## src/rtl/nor_vector_sequencer.sv

```systemverilog
// Sweeps the four 2-input vectors onto a NOR gate under test, samples its output once per
// vector and reports pass/fail, a saturating mismatch count and a per-vector fail mask.
module nor_vector_sequencer #(
  parameter int HOLD_CYCLES   = 4,
  parameter int SETTLE_CYCLES = 2,
  parameter int CNT_W         = 4
) (
  input  logic             clk,
  input  logic             rst_n,
  input  logic             start,
  output logic             a,
  output logic             b,
  input  logic             f,
  output logic             busy,
  output logic             done,
  output logic             pass,
  output logic [CNT_W-1:0] err_cnt,
  output logic [3:0]       fail_mask,
  output logic [1:0]       vec_idx
);

  localparam int TIMER_W = 8;
  localparam logic [TIMER_W-1:0] SAMPLE_T = TIMER_W'(SETTLE_CYCLES - 1);
  localparam logic [TIMER_W-1:0] LAST_T   = TIMER_W'(HOLD_CYCLES - 1);

  typedef enum logic [1:0] {
    ST_IDLE  = 2'd0,
    ST_APPLY = 2'd1,
    ST_DONE  = 2'd2
  } state_t;

  state_t               state_r;
  logic [TIMER_W-1:0]   timer_r;
  logic                 sample_s;
  logic                 last_s;
  logic                 expect_s;
  logic                 mismatch_s;
  logic [1:0]           next_vec_s;

  function automatic logic [CNT_W-1:0] sat_inc(input logic [CNT_W-1:0] v);
    logic [CNT_W-1:0] max_v;
    max_v = {CNT_W{1'b1}};
    return (v == max_v) ? v : v + CNT_W'(1);
  endfunction

  // Sample/advance strobes and the comparison against the ideal NOR of the driven inputs
  always_comb begin
    sample_s   = (state_r == ST_APPLY) && (timer_r == SAMPLE_T);
    last_s     = (timer_r == LAST_T);
    expect_s   = ~(a | b);
    mismatch_s = sample_s && (f != expect_s);
    next_vec_s = vec_idx + 2'd1;
  end

  // Sweep controller: state, drive, timer and result registers
  always_ff @(posedge clk or negedge rst_n) begin
    if (!rst_n) begin
      state_r   <= ST_IDLE;
      timer_r   <= {TIMER_W{1'b0}};
      a         <= 1'b0;
      b         <= 1'b0;
      busy      <= 1'b0;
      done      <= 1'b0;
      pass      <= 1'b0;
      err_cnt   <= {CNT_W{1'b0}};
      fail_mask <= 4'b0000;
      vec_idx   <= 2'd0;
    end else begin
      done <= 1'b0;
      case (state_r)
        ST_IDLE: begin
          a    <= 1'b0;
          b    <= 1'b0;
          busy <= 1'b0;
          if (start) begin
            state_r   <= ST_APPLY;
            timer_r   <= {TIMER_W{1'b0}};
            vec_idx   <= 2'd0;
            err_cnt   <= {CNT_W{1'b0}};
            fail_mask <= 4'b0000;
            pass      <= 1'b0;
            busy      <= 1'b1;
          end else begin
            state_r <= ST_IDLE;
          end
        end
        ST_APPLY: begin
          // Sampling always precedes the last hold edge, so the two never coincide
          if (mismatch_s) begin
            err_cnt            <= sat_inc(err_cnt);
            fail_mask[vec_idx] <= 1'b1;
          end else begin
            err_cnt <= err_cnt;
          end
          if (last_s) begin
            timer_r <= {TIMER_W{1'b0}};
            if (vec_idx == 2'd3) begin
              state_r <= ST_DONE;
              busy    <= 1'b0;
              done    <= 1'b1;
              a       <= 1'b0;
              b       <= 1'b0;
              pass    <= (err_cnt == {CNT_W{1'b0}});
            end else begin
              vec_idx <= next_vec_s;
              a       <= next_vec_s[1];
              b       <= next_vec_s[0];
            end
          end else begin
            timer_r <= timer_r + TIMER_W'(1);
          end
        end
        ST_DONE: begin
          state_r <= ST_IDLE;
          a       <= 1'b0;
          b       <= 1'b0;
          busy    <= 1'b0;
        end
        default: begin
          state_r <= ST_IDLE;
          timer_r <= {TIMER_W{1'b0}};
          a       <= 1'b0;
          b       <= 1'b0;
          busy    <= 1'b0;
        end
      endcase
    end
  end

endmodule
```

## config.mk

```make
export PLATFORM = sky130hd
export DESIGN_NAME = nor_vector_sequencer
export DESIGN_NICKNAME = d
export VERILOG_FILES = /design/src/rtl/nor_vector_sequencer.sv
export SDC_FILE = /design/constraint.sdc
export NUM_CORES = 1
export LEC_CHECK = 0
export BUFFER_PORTS_ARGS = -buffer_cell sky130_fd_sc_hd__buf_2
export CORE_UTILIZATION = 45
export CTS_CLUSTER_DIAMETER = 80
export DETAILED_ROUTE_END_ITERATION = 6
export PLACE_DENSITY = 0.68
export SYNTH_ARGS = -nofsm -noshare
export SYNTH_HDL_FRONTEND = slang
export SYNTH_SLANG_ARGS = --single-unit
```

## constraint.sdc

```tcl
create_clock -name clk -period 1.6 [get_ports clk]
set_clock_uncertainty 0.2 [all_clocks]
set_input_delay 0.16 -clock clk [delete_from_list [all_inputs] [get_ports clk]]
set_output_delay 0.16 -clock clk [all_outputs]
set_load 0.03 [all_outputs]
```

==> results of run 1 <==
-- critical path, stage by stage (launching register included) --
cell	delay, ps
dfrtp_1	430
nor4_4	340
buf_4	170
o2111a_2	280
nand2_4	70
mux2_4	300
-- cells in the final DEF (no fill, tap or decap), types with 2 or more instances in the layout --
master / n
a21o_1: 2
a21oi_1: 5
a21oi_2: 2
a22o_1: 2
and3_1: 2
buf_2: 18
buf_4: 34
buf_6: 3
clkbuf_4: 3
dfrtp_1: 21
dfrtp_2: 4
dlygate4sd3_1: 2
ha_1: 7
inv_1: 6
mux2i_1: 2
nand2_1: 7
nand2b_1: 2
nand3_1: 5
nand4b_1: 2
nor2_1: 15
nor2_2: 3
nor3_1: 2
o2111ai_1: 2
o21ai_0: 7
or3_1: 2
xor2_1: 4
-- power breakdown --
part | switching [mW] | internal, mW
clock | 0.188 | 0.0976
combinational | 1.14 | 0.935
sequential | 0.172 | 0.860
-- layer usage --
| layer | wire, um | part of all wire, % | global-route usage, % | vias to the layer above |
|---|---|---|---|---|
| met5 | 0 | 0 | 0 | - |
| met4 | 26 | 0.78 | 9.41 | 0 |
| met3 | 124 | 3.7 | 3.02 | 4 |
| met2 | 1660 | 50 | 36.5 | 34 |
| met1 | 1530 | 46 | 29.2 | 594 |
| li1 | - | - | - | 576 |
-- state kept, by name (all words and copies together) (netlist names) --
name and cells:
b 1, err_cnt 4, fail_mask 4, timer_r 8, vec_idx 2, state_r 2
pass 1, busy 1, done 1, a 1
-- through the flow --
step / hold WS [ps] / setup TNS [ps] / setup WS (ps)
3_5_place_dp: -13.8 / -2800 / -243
3_3_place_gp: -27.7 / -1460 / -166
4_1_cts: 169 / -1850 / -193
6_report: 152 / -3830 / -275
5_1_grt: 184 / -5700 / -385
2_1_floorplan: -336 / -370 / -166
-- cell families after synthesis --
| kind of cell | count (synthesis) | synth area share (%) |
|---|---|---|
| multiplexers | 3 | 2.68 |
| AO/OA/AOI/OAI | 31 | 16.0 |
| buffers and inverters | 9 | 3.16 |
| AND/OR/NAND/NOR | 49 | 19.9 |
| flip-flops | 25 | 47.9 |
| XOR/XNOR | 4 | 2.68 |
| adder cells (fa/ha/maj) | 8 | 7.66 |
-- final cells by class --
| class | count | area (um2) | share of cell area, % |
|---|---|---|---|
| clock buffers | 4 | 26.3 | 1.43 |
| repair buffers | 57 | 399 | 21.7 |
| well taps | 31 | 38.8 | 2.11 |
| inverters | 7 | 26.3 | 1.43 |
| flip-flops and latches | 25 | 631 | 34.3 |
| multi-input cells | 95 | 717 | 39.0 |
-- timing repair --
item	CTS	global route
hold buffers	2	0
hold endpoints to repair	26	0
buffers inserted	3	5
endpoints found under the setup margin	21	25
pin swaps	9	12
gates resized for setup	13	9
-- worst max-delay path by stage --
stage,startpoint,to,depth (start not counted),slack (ps)
2_1_floorplan,timer_r[7],err_cnt[1],5,-170
3_3_place_gp,timer_r[0],err_cnt[3],5,-170
3_5_place_dp,timer_r[7],err_cnt[3],4,-240
4_1_cts,timer_r[2],err_cnt[1],4,-190
5_1_grt,timer_r[7],vec_idx[0],5,-390
6_report,timer_r[7],err_cnt[1],5,-270
==> results_dict.tcl, run 1 <==
set metrics [dict create \
    placed_cells 205 \
    synth-main-ff-cell "dfrtp_1" \
    utilization_pct 66.7 \
    cts.sinks 25 \
    drt_iter0_drc 49 \
    synth_warnings 0 \
    die-area_mm2 0.00312 \
    insertedDiodeCount 0 \
    crit_path_max_fanout 5 \
    startpoint_type "register" \
    min_path_type "in2async" \
    r2r_end "err_cnt[1]" \
    synth.most_common_cell "dfrtp_1" \
    dp_hpwl_um 2300 \
    grtUsageTotal_pct 22.1 \
    syn-cell-area_mm2 0.00131 \
    setup.worst_path.class "reg2reg" \
    coreArea_mm2 0.00276 \
    yosysUniqueCellTypes 35 \
    rr_worst_depth 5 \
    port_buffers 18 \
    setup_slack_ps -275 \
    grt_max_degree 26 \
    async_reset_ff_share_pct 100 \
    slew_headroom_pct 62.1 \
    root_buffer "clkbuf_4" \
    overflow 0 \
    timing.fmax_mhz 533 \
    grt_pass1_vias 1119 \
    area_growth_pct 40.7 \
    cts_buffers 3 \
    r2r_slack_ps -270 \
    period_minus_slack_ps 1870 \
    avgSynthCellArea_um2 10.1 \
    slew_violations 0 \
    placed_area_mm2 0.00164 \
    row_count 19 \
    tightest_slew_ps 568 \
    synth_edf_count 0 \
    critPathCaptureType "register" \
    max-clock-path-buffers 2 \
    final_layout_size_suffix_gt1_share_pct 42.6 \
    ys_seq_area_share_pct 47.9 \
    final_area_mm2 0.00184 \
    hold_violations 0 \
    p_total_mw 3.39 \
    num_vias 1208 \
    yosys-top-cells-area "dfrtp_1 48%, ha_1 7.7%, nor2_1 5.5%" \
    violations "setup timing" \
    routed_wl_um 3340 \
    tritoncts "built" \
    initial_core_util_pct 47.4 \
    ir_drop_v 0.00122 \
    setup_viol 20 \
    n_fill_cell 218 \
    syn-num-nets 141 \
    power_density_mw_per_mm2 1840 \
    fp.dieH_um 55.9 \
    drc 0 \
    ant_nets 0 \
    synth-seq-cells 25 \
    cap_violations 0 \
    critical_path_arrival_ps 1900 \
    gp_congestion 0.858 \
    rsz0062_at_grt "true" \
    antenna_found_initial 0 \
    grt_first_pass_wirelength_um 5240 \
    synthCells 129 \
    htreeDepth 1 \
    status "complete, but fails checks" \
    synth_largest_area_cell "dfrtp_1" \
    finalCritPeriodShare_pct 117 \
    cp.required_ps 1620 \
    ys_top_cells_by_count "25 x dfrtp_1, 19 x nor2_1, 8 x a21oi_1, 8 x ha_1, 8 x o21ai_0" \
    wl_per_cell_um 15.2 \
    stdcell_count 219 \
    vias_per_cell 5.52 \
    die_w_um 55.9 \
    clkTransAtPathRegs_ps 130 \
    leakage_nw 0.941 \
    clock_latency_ps 320 \
    synth_top_cell_area_share_pct 47.9 \
    nets 201 \
    ios 19 \
    r2r_start "timer_r[7]" \
    dr.pass1.iters 4 \
]
(Power assumes the default switching activity.)
==> inputs of run 2 (changes only) <==
SKIP_CTS_REPAIR_TIMING = 1   (was default)
==> run 2 against run 1 <==
  * The run still ends with setup timing left
  * Maximum frequency grew 1.9%
  * Critical endpoint unchanged
  * Hold slack got worse by 8.2 ps
  * Cell count down 3.7%
  * Largest power group unchanged
  * Utilization decreased by 4.4 points
  * First-iteration DRC count decreased by 14%
  * Die area stayed put
==> results_dict.tcl, run 2 (synthesis results as in run 1) <==
set metrics [dict create \
    status "complete, but fails checks" \
    violations "setup timing" \
    r2r_start "timer_r[1]" \
    insertedDiodeCount 0 \
    vias_per_cell 5.56 \
    num_vias 1173 \
    fp.dieH_um 55.9 \
    area_growth_pct 31.4 \
    clkTransAtPathRegs_ps 130 \
    mostFrequentLayoutCell "buf_4" \
    htreeDepth 1 \
    dp_hpwl_um 2300 \
    nets 193 \
    crit_path_max_fanout 5 \
    die-area_mm2 0.00312 \
    row_count 19 \
    tightest_slew_ps 545 \
    port_buffers 18 \
    regMostFlops "timer_r" \
    slew_violations 0 \
    critPathCaptureType "register" \
    cap_violations 0 \
    initial_core_util_pct 47.4 \
    power_density_mw_per_mm2 1770 \
    period_minus_slack_ps 1840 \
    routed_wl_um 2980 \
    rsz0062_at_grt "true" \
    cp-startpoint "timer_r[1]" \
    dr.pass1.iters 4 \
    grt_use_met2_pct 30.8 \
    tns_ps -2950 \
    largest_register_ffs 8 \
    tritoncts "built" \
    p_total_mw 3.04 \
    endpoint "err_cnt[1]" \
    min_path_type "in2async" \
    cts_buffers 3 \
    r2r_end "err_cnt[1]" \
    coreArea_mm2 0.00276 \
    finalCritPeriodShare_pct 115 \
    root_buffer "clkbuf_4" \
    max-clock-path-buffers 2 \
    grt_busiest_layer "met2" \
    die_w_um 55.9 \
    ant_nets 0 \
    timing.fmax_mhz 543 \
    ios 19 \
    grt_use_met3_pct 3.72 \
    reg_top3 "timer_r: 8 flops, err_cnt: 4 flops, fail_mask: 4 flops" \
    crit_chain "inv_1 -> ha_1 -> and3b_1 -> o2111a_2 -> nand2_4 -> mux2_4" \
    setup.worst_path.class "reg2reg" \
    hold_violations 0 \
    drt_iter0_drc 42 \
    drc 0 \
    grt_use_met1_pct 27.3 \
    wl_per_cell_um 14.1 \
    rr_worst_depth 6 \
    clock_latency_ps 310 \
    slew_headroom_pct 63.7 \
    leakage_nw 0.896 \
    grt_first_pass_wirelength_um 4720 \
    cp.required_ps 1620 \
    grt_pass1_vias 1043 \
    cts.sinks 25 \
    crit_slowest_cell "dfrtp_1" \
    final_layout_size_suffix_gt1_share_pct 36.1 \
    final_cell_mix "27 x buf_4, 21 x dfrtp_1, 18 x nor2_1, 18 x buf_2, 8 x ha_1" \
    grt_max_degree 26 \
    crit_path_max_incr_delay_ps 430 \
    ir_drop_v 0.00111 \
    r2r_slack_ps -240 \
    overflow 0 \
    antenna_found_initial 0 \
    grtUsageTotal_pct 19.7 \
    setup_slack_ps -241 \
    gp_congestion 0.858 \
    setup_viol 22 \
    critical_path_arrival_ps 1860 \
    startpoint_type "register" \
]
## run 2: area by class of cell
type | instances | area (um2)
Inverter | 7 | 26.3
Fill cell | 244 | 1040
Tap cell | 31 | 38.8
Timing Repair Buffer | 49 | 335
Sequential cell | 25 | 631
Clock buffer | 4 | 26.3
Multi-Input combinational cell | 95 | 659
## run 2: power by group
group	internal, mW	switching [mW]	total (mW)
sequential	0.860	0.191	1.05
combinational	0.732	0.979	1.71
clock	0.0975	0.183	0.281
## run 2: worst min-delay path by stage
stage / to
after floorplan: a
after global placement: fail_mask[3]
after detailed placement: fail_mask[3]
after CTS: state_r[1]
after global routing: busy
final: fail_mask[3]
## run 2: worst max-delay path, delay by kind of cell, from the launching register on
family / cells / cell delay, ps
AOI/OAI and AO/OA: 1 / 320
adders and majority gates: 1 / 150
buffers and inverters: 1 / 70
DFF: 1 / 430
muxes: 1 / 300
and+or+nand+nor: 2 / 270
## run 2: metrics by stage
| step | hold WS (ps) | worst slack, ps | cells | area (um2) | utilization [%] |
|---|---|---|---|---|---|
| finish | 143 | -241 | 211 | 1720 | 62.3 |
| global route | 183 | -311 | 211 | 1720 | 62.3 |
| CTS | -374 | -272 | 209 | 1670 | 60.5 |
| detailed placement | -13.8 | -243 | 205 | 1640 | 59.6 |
| global placement | -27.7 | -166 | 205 | 1640 | 59.6 |
| floorplan | -336 | -166 | 129 | 1310 | - |
## run 2: layer usage
metal  wire length (um)  vias up
li1                   -      565
met1               1400      565
met2               1400       34
met3                130        9
met4                 46        0
met5                  0        -
